$ cat src/rtl/muldiv_sequencer_pkg.sv
// Shared constants for the RV32M multiply/divide sequencer: instruction
// encodings, FSM state encoding and operand-signedness helpers.
package muldiv_sequencer_pkg;

   localparam logic [6:0] FUNCT7_M  = 7'b0000001;

   localparam logic [2:0] F3_MUL    = 3'b000;
   localparam logic [2:0] F3_MULH   = 3'b001;
   localparam logic [2:0] F3_MULHSU = 3'b010;
   localparam logic [2:0] F3_MULHU  = 3'b011;
   localparam logic [2:0] F3_DIV    = 3'b100;
   localparam logic [2:0] F3_DIVU   = 3'b101;
   localparam logic [2:0] F3_REM    = 3'b110;
   localparam logic [2:0] F3_REMU   = 3'b111;

   localparam logic [2:0] ST_IDLE   = 3'd0;
   localparam logic [2:0] ST_PREP   = 3'd1;
   localparam logic [2:0] ST_CALC   = 3'd2;
   localparam logic [2:0] ST_FIX    = 3'd3;
   localparam logic [2:0] ST_DONE   = 3'd4;

   typedef enum logic [2:0] {
      S_IDLE = ST_IDLE,
      S_PREP = ST_PREP,
      S_CALC = ST_CALC,
      S_FIX  = ST_FIX,
      S_DONE = ST_DONE
   } state_t;

   function automatic logic op_signed_a(input logic [2:0] f3);
      return (f3 == F3_MULH) || (f3 == F3_MULHSU) || (f3 == F3_DIV) || (f3 == F3_REM);
   endfunction

   function automatic logic op_signed_b(input logic [2:0] f3);
      return (f3 == F3_MULH) || (f3 == F3_DIV) || (f3 == F3_REM);
   endfunction

endpackage

$ cat src/rtl/muldiv_iter_step.sv
// One iteration of the shared datapath: a shift-add multiply step or a
// restoring divide step on the 2*XLEN accumulator.
module muldiv_iter_step #(
   parameter int XLEN = 32
) (
   input  logic                i_is_div,
   input  logic [2*XLEN-1:0]   i_acc,
   input  logic [XLEN-1:0]     i_opnd,
   output logic [2*XLEN-1:0]   o_acc
);

   logic [XLEN:0]   w_sum;
   logic [XLEN:0]   w_shifted_hi;
   logic [XLEN-1:0] w_trial;

   always_comb begin
      // NOTE: every combinational output gets a default first so no path leaves it unassigned (no latch).
      o_acc        = i_acc;
      w_sum        = {1'b0, i_acc[2*XLEN-1:XLEN]} + {1'b0, i_opnd & {XLEN{i_acc[0]}}};
      w_shifted_hi = i_acc[2*XLEN-1:XLEN-1];
      // Partial remainder is always below the divisor, so the low XLEN bits hold the exact difference.
      w_trial      = w_shifted_hi[XLEN-1:0] - i_opnd;
      if (i_is_div) begin
         if (w_shifted_hi >= {1'b0, i_opnd})
            o_acc = {w_trial, i_acc[XLEN-2:0], 1'b1};
         else
            o_acc = {w_shifted_hi[XLEN-1:0], i_acc[XLEN-2:0], 1'b0};
      end else begin
         o_acc = {w_sum, i_acc[XLEN-1:1]};
      end
   end

endmodule

$ cat src/rtl/muldiv_sequencer.sv
// RV32M multiply/divide sequencer: accepts one op, iterates XLEN cycles on
// unsigned magnitudes, fixes signs, and returns a registered result.
module muldiv_sequencer
   import muldiv_sequencer_pkg::*;
#(
   parameter int XLEN = 32
) (
   input  logic            clk,
   input  logic            reset_n,
   input  logic            req_valid,
   input  logic [2:0]      funct3,
   input  logic [XLEN-1:0] op_a,
   input  logic [XLEN-1:0] op_b,
   input  logic            flush,
   output logic            req_ready,
   output logic            stall,
   output logic            done,
   output logic [XLEN-1:0] result
);

   localparam int              CW      = $clog2(XLEN) + 1;
   localparam logic [XLEN-1:0] MIN_NEG = {1'b1, {(XLEN-1){1'b0}}};

   state_t            r_state, w_state_nxt;
   logic [2:0]        r_funct3;
   logic              r_sign_a, r_sign_b;
   logic [2*XLEN-1:0] r_acc;
   logic [XLEN-1:0]   r_opnd;
   logic [CW-1:0]     r_cnt;
   logic [XLEN-1:0]   r_result;

   logic              w_is_div, w_div_zero, w_overflow, w_sign_a, w_sign_b;
   logic [XLEN-1:0]   w_abs_a, w_abs_b, w_orig_a, w_quot, w_rem;
   logic [XLEN-1:0]   w_special_result, w_fix_result;
   logic [2*XLEN-1:0] w_step_acc, w_prod;

   assign req_ready = (r_state == S_IDLE);
   assign done      = (r_state == S_DONE);
   assign stall     = req_valid & ~done;
   assign result    = r_result;

   assign w_sign_a  = op_signed_a(funct3) & op_a[XLEN-1];
   assign w_sign_b  = op_signed_b(funct3) & op_b[XLEN-1];
   assign w_abs_a   = w_sign_a ? -op_a : op_a;
   assign w_abs_b   = w_sign_b ? -op_b : op_b;

   assign w_is_div   = r_funct3[2];
   assign w_div_zero = w_is_div & (r_opnd == '0);
   assign w_overflow = w_is_div & r_sign_a & r_sign_b &
                       (r_acc[XLEN-1:0] == MIN_NEG) & (r_opnd == XLEN'(1));

   muldiv_iter_step #(.XLEN(XLEN)) u_step (
      .i_is_div (w_is_div),
      .i_acc    (r_acc),
      .i_opnd   (r_opnd),
      .o_acc    (w_step_acc)
   );

   always_comb begin
      w_orig_a = r_sign_a ? -r_acc[XLEN-1:0] : r_acc[XLEN-1:0];
      if (w_div_zero)
         w_special_result = r_funct3[1] ? w_orig_a : '1;
      else
         w_special_result = r_funct3[1] ? '0 : MIN_NEG;

      w_prod = (r_sign_a ^ r_sign_b) ? -r_acc : r_acc;
      w_quot = (r_sign_a ^ r_sign_b) ? -r_acc[XLEN-1:0] : r_acc[XLEN-1:0];
      w_rem  = r_sign_a ? -r_acc[2*XLEN-1:XLEN] : r_acc[2*XLEN-1:XLEN];
      case (r_funct3)
         F3_MUL:          w_fix_result = w_prod[XLEN-1:0];
         F3_DIV, F3_DIVU: w_fix_result = w_quot;
         F3_REM, F3_REMU: w_fix_result = w_rem;
         default:         w_fix_result = w_prod[2*XLEN-1:XLEN];
      endcase
   end

   always_comb begin
      w_state_nxt = r_state;
      case (r_state)
         S_IDLE:  if (req_valid) w_state_nxt = S_PREP;
         S_PREP:  w_state_nxt = (w_div_zero | w_overflow) ? S_DONE : S_CALC;
         S_CALC:  if (r_cnt == CW'(1)) w_state_nxt = S_FIX;
         S_FIX:   w_state_nxt = S_DONE;
         default: w_state_nxt = S_IDLE;
      endcase
      if (flush) w_state_nxt = S_IDLE;
   end

   // NOTE: sequential state uses non-blocking assignments so every register samples pre-edge values.
   always_ff @(posedge clk or negedge reset_n) begin
      if (!reset_n) r_state <= S_IDLE;
      else          r_state <= w_state_nxt;
   end

   always_ff @(posedge clk or negedge reset_n) begin
      if (!reset_n) begin
         r_funct3 <= '0;
         r_sign_a <= 1'b0;
         r_sign_b <= 1'b0;
         r_acc    <= '0;
         r_opnd   <= '0;
         r_cnt    <= '0;
         r_result <= '0;
      end else if (!flush) begin
         case (r_state)
            S_IDLE: if (req_valid) begin
               r_funct3 <= funct3;
               r_sign_a <= w_sign_a;
               r_sign_b <= w_sign_b;
               // Multiply keeps the multiplier in the low half; divide keeps the dividend there.
               r_acc    <= funct3[2] ? {{XLEN{1'b0}}, w_abs_a} : {{XLEN{1'b0}}, w_abs_b};
               r_opnd   <= funct3[2] ? w_abs_b : w_abs_a;
            end
            S_PREP: begin
               if (w_div_zero | w_overflow) r_result <= w_special_result;
               else                         r_cnt    <= CW'(XLEN);
            end
            S_CALC: begin
               r_acc <= w_step_acc;
               r_cnt <= r_cnt - CW'(1);
            end
            S_FIX:   r_result <= w_fix_result;
            default: ;
         endcase
      end
   end

endmodule

$ cat config.mk
export PLATFORM = sky130hd
export DESIGN_NAME = muldiv_sequencer
export DESIGN_NICKNAME = d
export VERILOG_FILES = /design/src/rtl/muldiv_sequencer_pkg.sv /design/src/rtl/muldiv_iter_step.sv /design/src/rtl/muldiv_sequencer.sv
export SDC_FILE = /design/constraint.sdc
export NUM_CORES = 1
export LEC_CHECK = 0
export CAP_MARGIN = 20
export CORE_ASPECT_RATIO = 1.4
export CORE_MARGIN = 2
export CORE_UTILIZATION = 55
export CTS_BUF_LIST = sky130_fd_sc_hd__clkbuf_4 sky130_fd_sc_hd__clkbuf_8
export DETAILED_ROUTE_END_ITERATION = 10
export PLACE_DENSITY = 0.82
export SLEW_MARGIN = 20
export SYNTH_ARGS = -nofsm -noshare
export SYNTH_HDL_FRONTEND = slang
export SYNTH_SLANG_ARGS = --single-unit
$ cat constraint.sdc
create_clock -name clk -period 4.76 [get_ports clk]
set_input_delay 0.952 -clock clk [delete_from_list [all_inputs] [get_ports clk]]
set_output_delay 0.952 -clock clk [all_outputs]
set_load 0.05 [all_outputs]
==> reports/results.ini <==
[clock_tree]
cts-resized-gates = 0
clk_pin_slew_worst_paths_ps = 100
clk_latency_ps = 510
h-tree-depth = 4
cts_tree = done
cts_made_buffers = 17
cts.hold.buffers_added = 0
cts_root_buf = clkbuf_8
clockBufferDepth = 2
postCtsSetupBuffers = 0
cts_num_sinks = 142

[timing]
finClkSkew_ps = 16.8
min_period_over_period_pct = 85.6
tns_ps = 0
maxSlewHeadroom_pct = 28.2
slew_violations = 0
rsz0062_at_grt = false
setup_violations = 0
worst_pin_slew_ps = 1080
hold_viol = 0
fmax_mhz = 245
period_minus_slack_ps = 4080

[pwr]
p_per_area_mw_per_mm2 = 551
leakagePower_uw = 0.00693
ir_worst_vdd_mv = 0.299
p_int_uw = 4280
power_frac_clock_pct = 11.0
switchingPower_uw = 4900
pwr-share-comb_pct = 63.8
p_sw_share_pct = 53.3
p_seq_share_pct = 25.2

[grt]
grt_pass1_wl_um = 83000
grt_pass1_vias = 15000
antenna_found_initial = 0
grt-ovfl-total = 0
grtUsageTotal_pct = 37.7
grt_max_degree = 99

[floorplanning]
die_x_um = 144
core.rowCount = 71
io_pins = 106
initial_core_util_pct = 55.8
core-area_mm2 = 0.0269
dieArea_mm2 = 0.0287
die_y_um = 200

[route]
post-route-drc-count = 0
wire_per_inst_um = 22.4
vias_per_cell = 6.62
drt-pass1-iter-count = 6
vias = 16000
ant_nets = 0
wl_um = 54200
drtIter0Drc = 1512

[synthesis]
synth_cell_type_count = 69
yosysSeqAreaShare_pct = 23.6
synth.area.top_cells = dfrtp_1 (24%), a21oi_1 (8.3%), xor2_1 (7.1%)
syn-cell-area_mm2 = 0.0150
synth_top_area_cell = dfrtp_1
ys_warn_count = 0
synth_nets = 2183
postSynthCellCount = 2040
synthFlopType = dfrtp_1
syn_area_per_cell_um2 = 7.37
synth-edff-count = 0
ys_ff_latch = 142
ys_async_sr_fraction_pct = 100
synth_top_area_share_pct = 23.6

[layout]
nNetsFinal = 2182
design_area_mm2 = 0.0167
fill_cells = 2509
drive_above_1_share_pct = 4.78
area_growth_pct = 10.9
final_cells = 2417

[critical_path]
worstPathCellList = inv_1 -> ha_1 -> a21oi_1 -> and2_1 -> a211o_1 -> a2111oi_0 -> buf_4 -> o41ai_1 -> o211a_1 -> o211a_1 -> buf_12 -> mux2_2 -> a21oi_1 -> o21ai_0
crit_path_start_kind = flop
path_class = reg -> reg
arrival_ps = 4450
critPathMaxStageDelay_ps = 600
end_kind = flop
critPathSlowestCell = o41ai_1
required_ps = 5130
worstPathMaxFanout = 45

[place]
place_area_mm2 = 0.0163
place_inst = 2385
hpwl_um = 40700
portBuffers = 105
gp_congestion = 1.02

[hold_path]
hp-class = reg -> reg

[outcome]
status = complete, no violations

[run]
drv_cap = 0

-- placed cells by master (no fill, tap or decap), drive strengths merged, types with 7 or more instances in the layout --
cell	instances
nor3	50
a21o	25
clkdlybuf4s50	103
o22ai	11
a31oi	17
xnor2	101
nor2	228
o41ai	13
a22o	12
and2	14
ha	70
nor4	25
nand2	200
o211ai	10
and3	7
a211oi	17
or4	11
xor2	122
nand4	17
o21bai	9
a221o	10
nor2b	12
o31ai	28
a22oi	8
nand3	28
clkbuf	17
o21a	12
inv	72
o221ai	32
nand2b	20
o21ai	144
a21oi	249
buf	41
a221oi	11
mux2i	57
or3	26
dfrtp	142
-- metal layers --
metal / part of all wire (%) / vias up / global-route usage, %
li1: - / 7309 / -
met1: 37 / 7593 / 45.0
met2: 46 / 861 / 60.4
met3: 7.6 / 247 / 5.85
met4: 8.7 / 0 / 29.2
met5: 0 / - / 0
-- Yosys cell counts, drive strengths merged (6+ instances only) --
library cell / n
and2: 14
buf: 31
o41ai: 13
o221ai: 32
xor2: 122
a22oi: 8
clkbuf: 133
a21oi: 249
mux2i: 57
or3: 26
nand4: 17
a222oi: 6
o211ai: 10
a221o: 10
nor2: 228
a31oi: 17
inv: 63
and3: 7
or4: 11
nor3: 50
a211oi: 17
ha: 70
mux2: 6
a21o: 25
nor4: 25
a22o: 12
nand2b: 20
dfrtp: 142
xnor2: 101
o31ai: 28
nor2b: 12
o21a: 12
o21bai: 9
a221oi: 11
nand2: 200
o21ai: 144
o22ai: 11
nand3: 28
-- power by group through the flow --
stage | clock [uW] | sequential, uW | combinational [uW]
after floorplan | 0 | 2260 | 4030
after global placement | 0 | 2280 | 5630
after detailed placement | 0 | 2300 | 5720
after CTS | 1000 | 2280 | 5750
after global routing | 1060 | 2340 | 6350
final | 1010 | 2320 | 5860
-- state kept, by name (all words and copies together), names as in the netlist --
signal	cells
r_acc	64
r_cnt	6
r_funct3	3
r_opnd	32
r_sign_a	1
r_sign_b	1
r_state	3
result	32
-- final timing paths --
check                              end        from  cells after the start  slack [ps]
setup / recovery             r_acc[36]   r_opnd[6]                     14         680
hold / removal              result[15]  result[15]                      1         500
setup reg to reg             r_acc[36]   r_opnd[6]                     14         680
min in group asynchronous    r_acc[37]     reset_n                      1         530
hold reg to reg             result[15]  result[15]                      1         500
max in group asynchronous  r_funct3[2]     reset_n                      2        3420
-- final cells by class --
cell class	count	area (um2)	share of cell area, %
inverter	64	240	1.44
tap	365	457	2.74
timing repair buffer	144	1390	8.34
sequential	142	3560	21.3
clock buffer	17	234	1.40
multi-input combinational	1670	10600	63.9
antenna	1	2.50	0.0150
clock inverter	14	145	0.871
-- critical path, delay by kind of cell, from the launching register on --
family	cells	cell delay, ps
AO/OA/AOI/OAI	8	1840
adder cells (fa/ha/maj)	1	370
buffers and inverters	3	590
flip-flops	1	560
multiplexers	1	380
AND/OR/NAND/NOR	1	190
-- cells by family (layout without fill, tap and decap cells) --
kind of cell / Yosys count / count (layout) / synth area share, %
other cells: 0 / 1 / 0
compound gates: 648 / 648 / 26.7
buf+inv: 228 / 239 / 5.84
flops: 142 / 142 / 23.6
simple gates: 664 / 664 / 20.4
xor+xnor: 223 / 223 / 13.0
fa+ha+maj: 72 / 72 / 6.10
mux: 63 / 63 / 4.25
-- per-stage QoR --
step	util (%)	hold slack, ps	power, uW	setup WS (ps)
detailed placement	60.5	479	8020	450
floorplan	-	472	6290	1030
finish	61.9	497	9180	684
global placement	60.5	475	7910	490
CTS	61.9	502	9030	763
global route	61.9	517	9750	494
No activity file was read; power rests on OpenSTA's default activity.
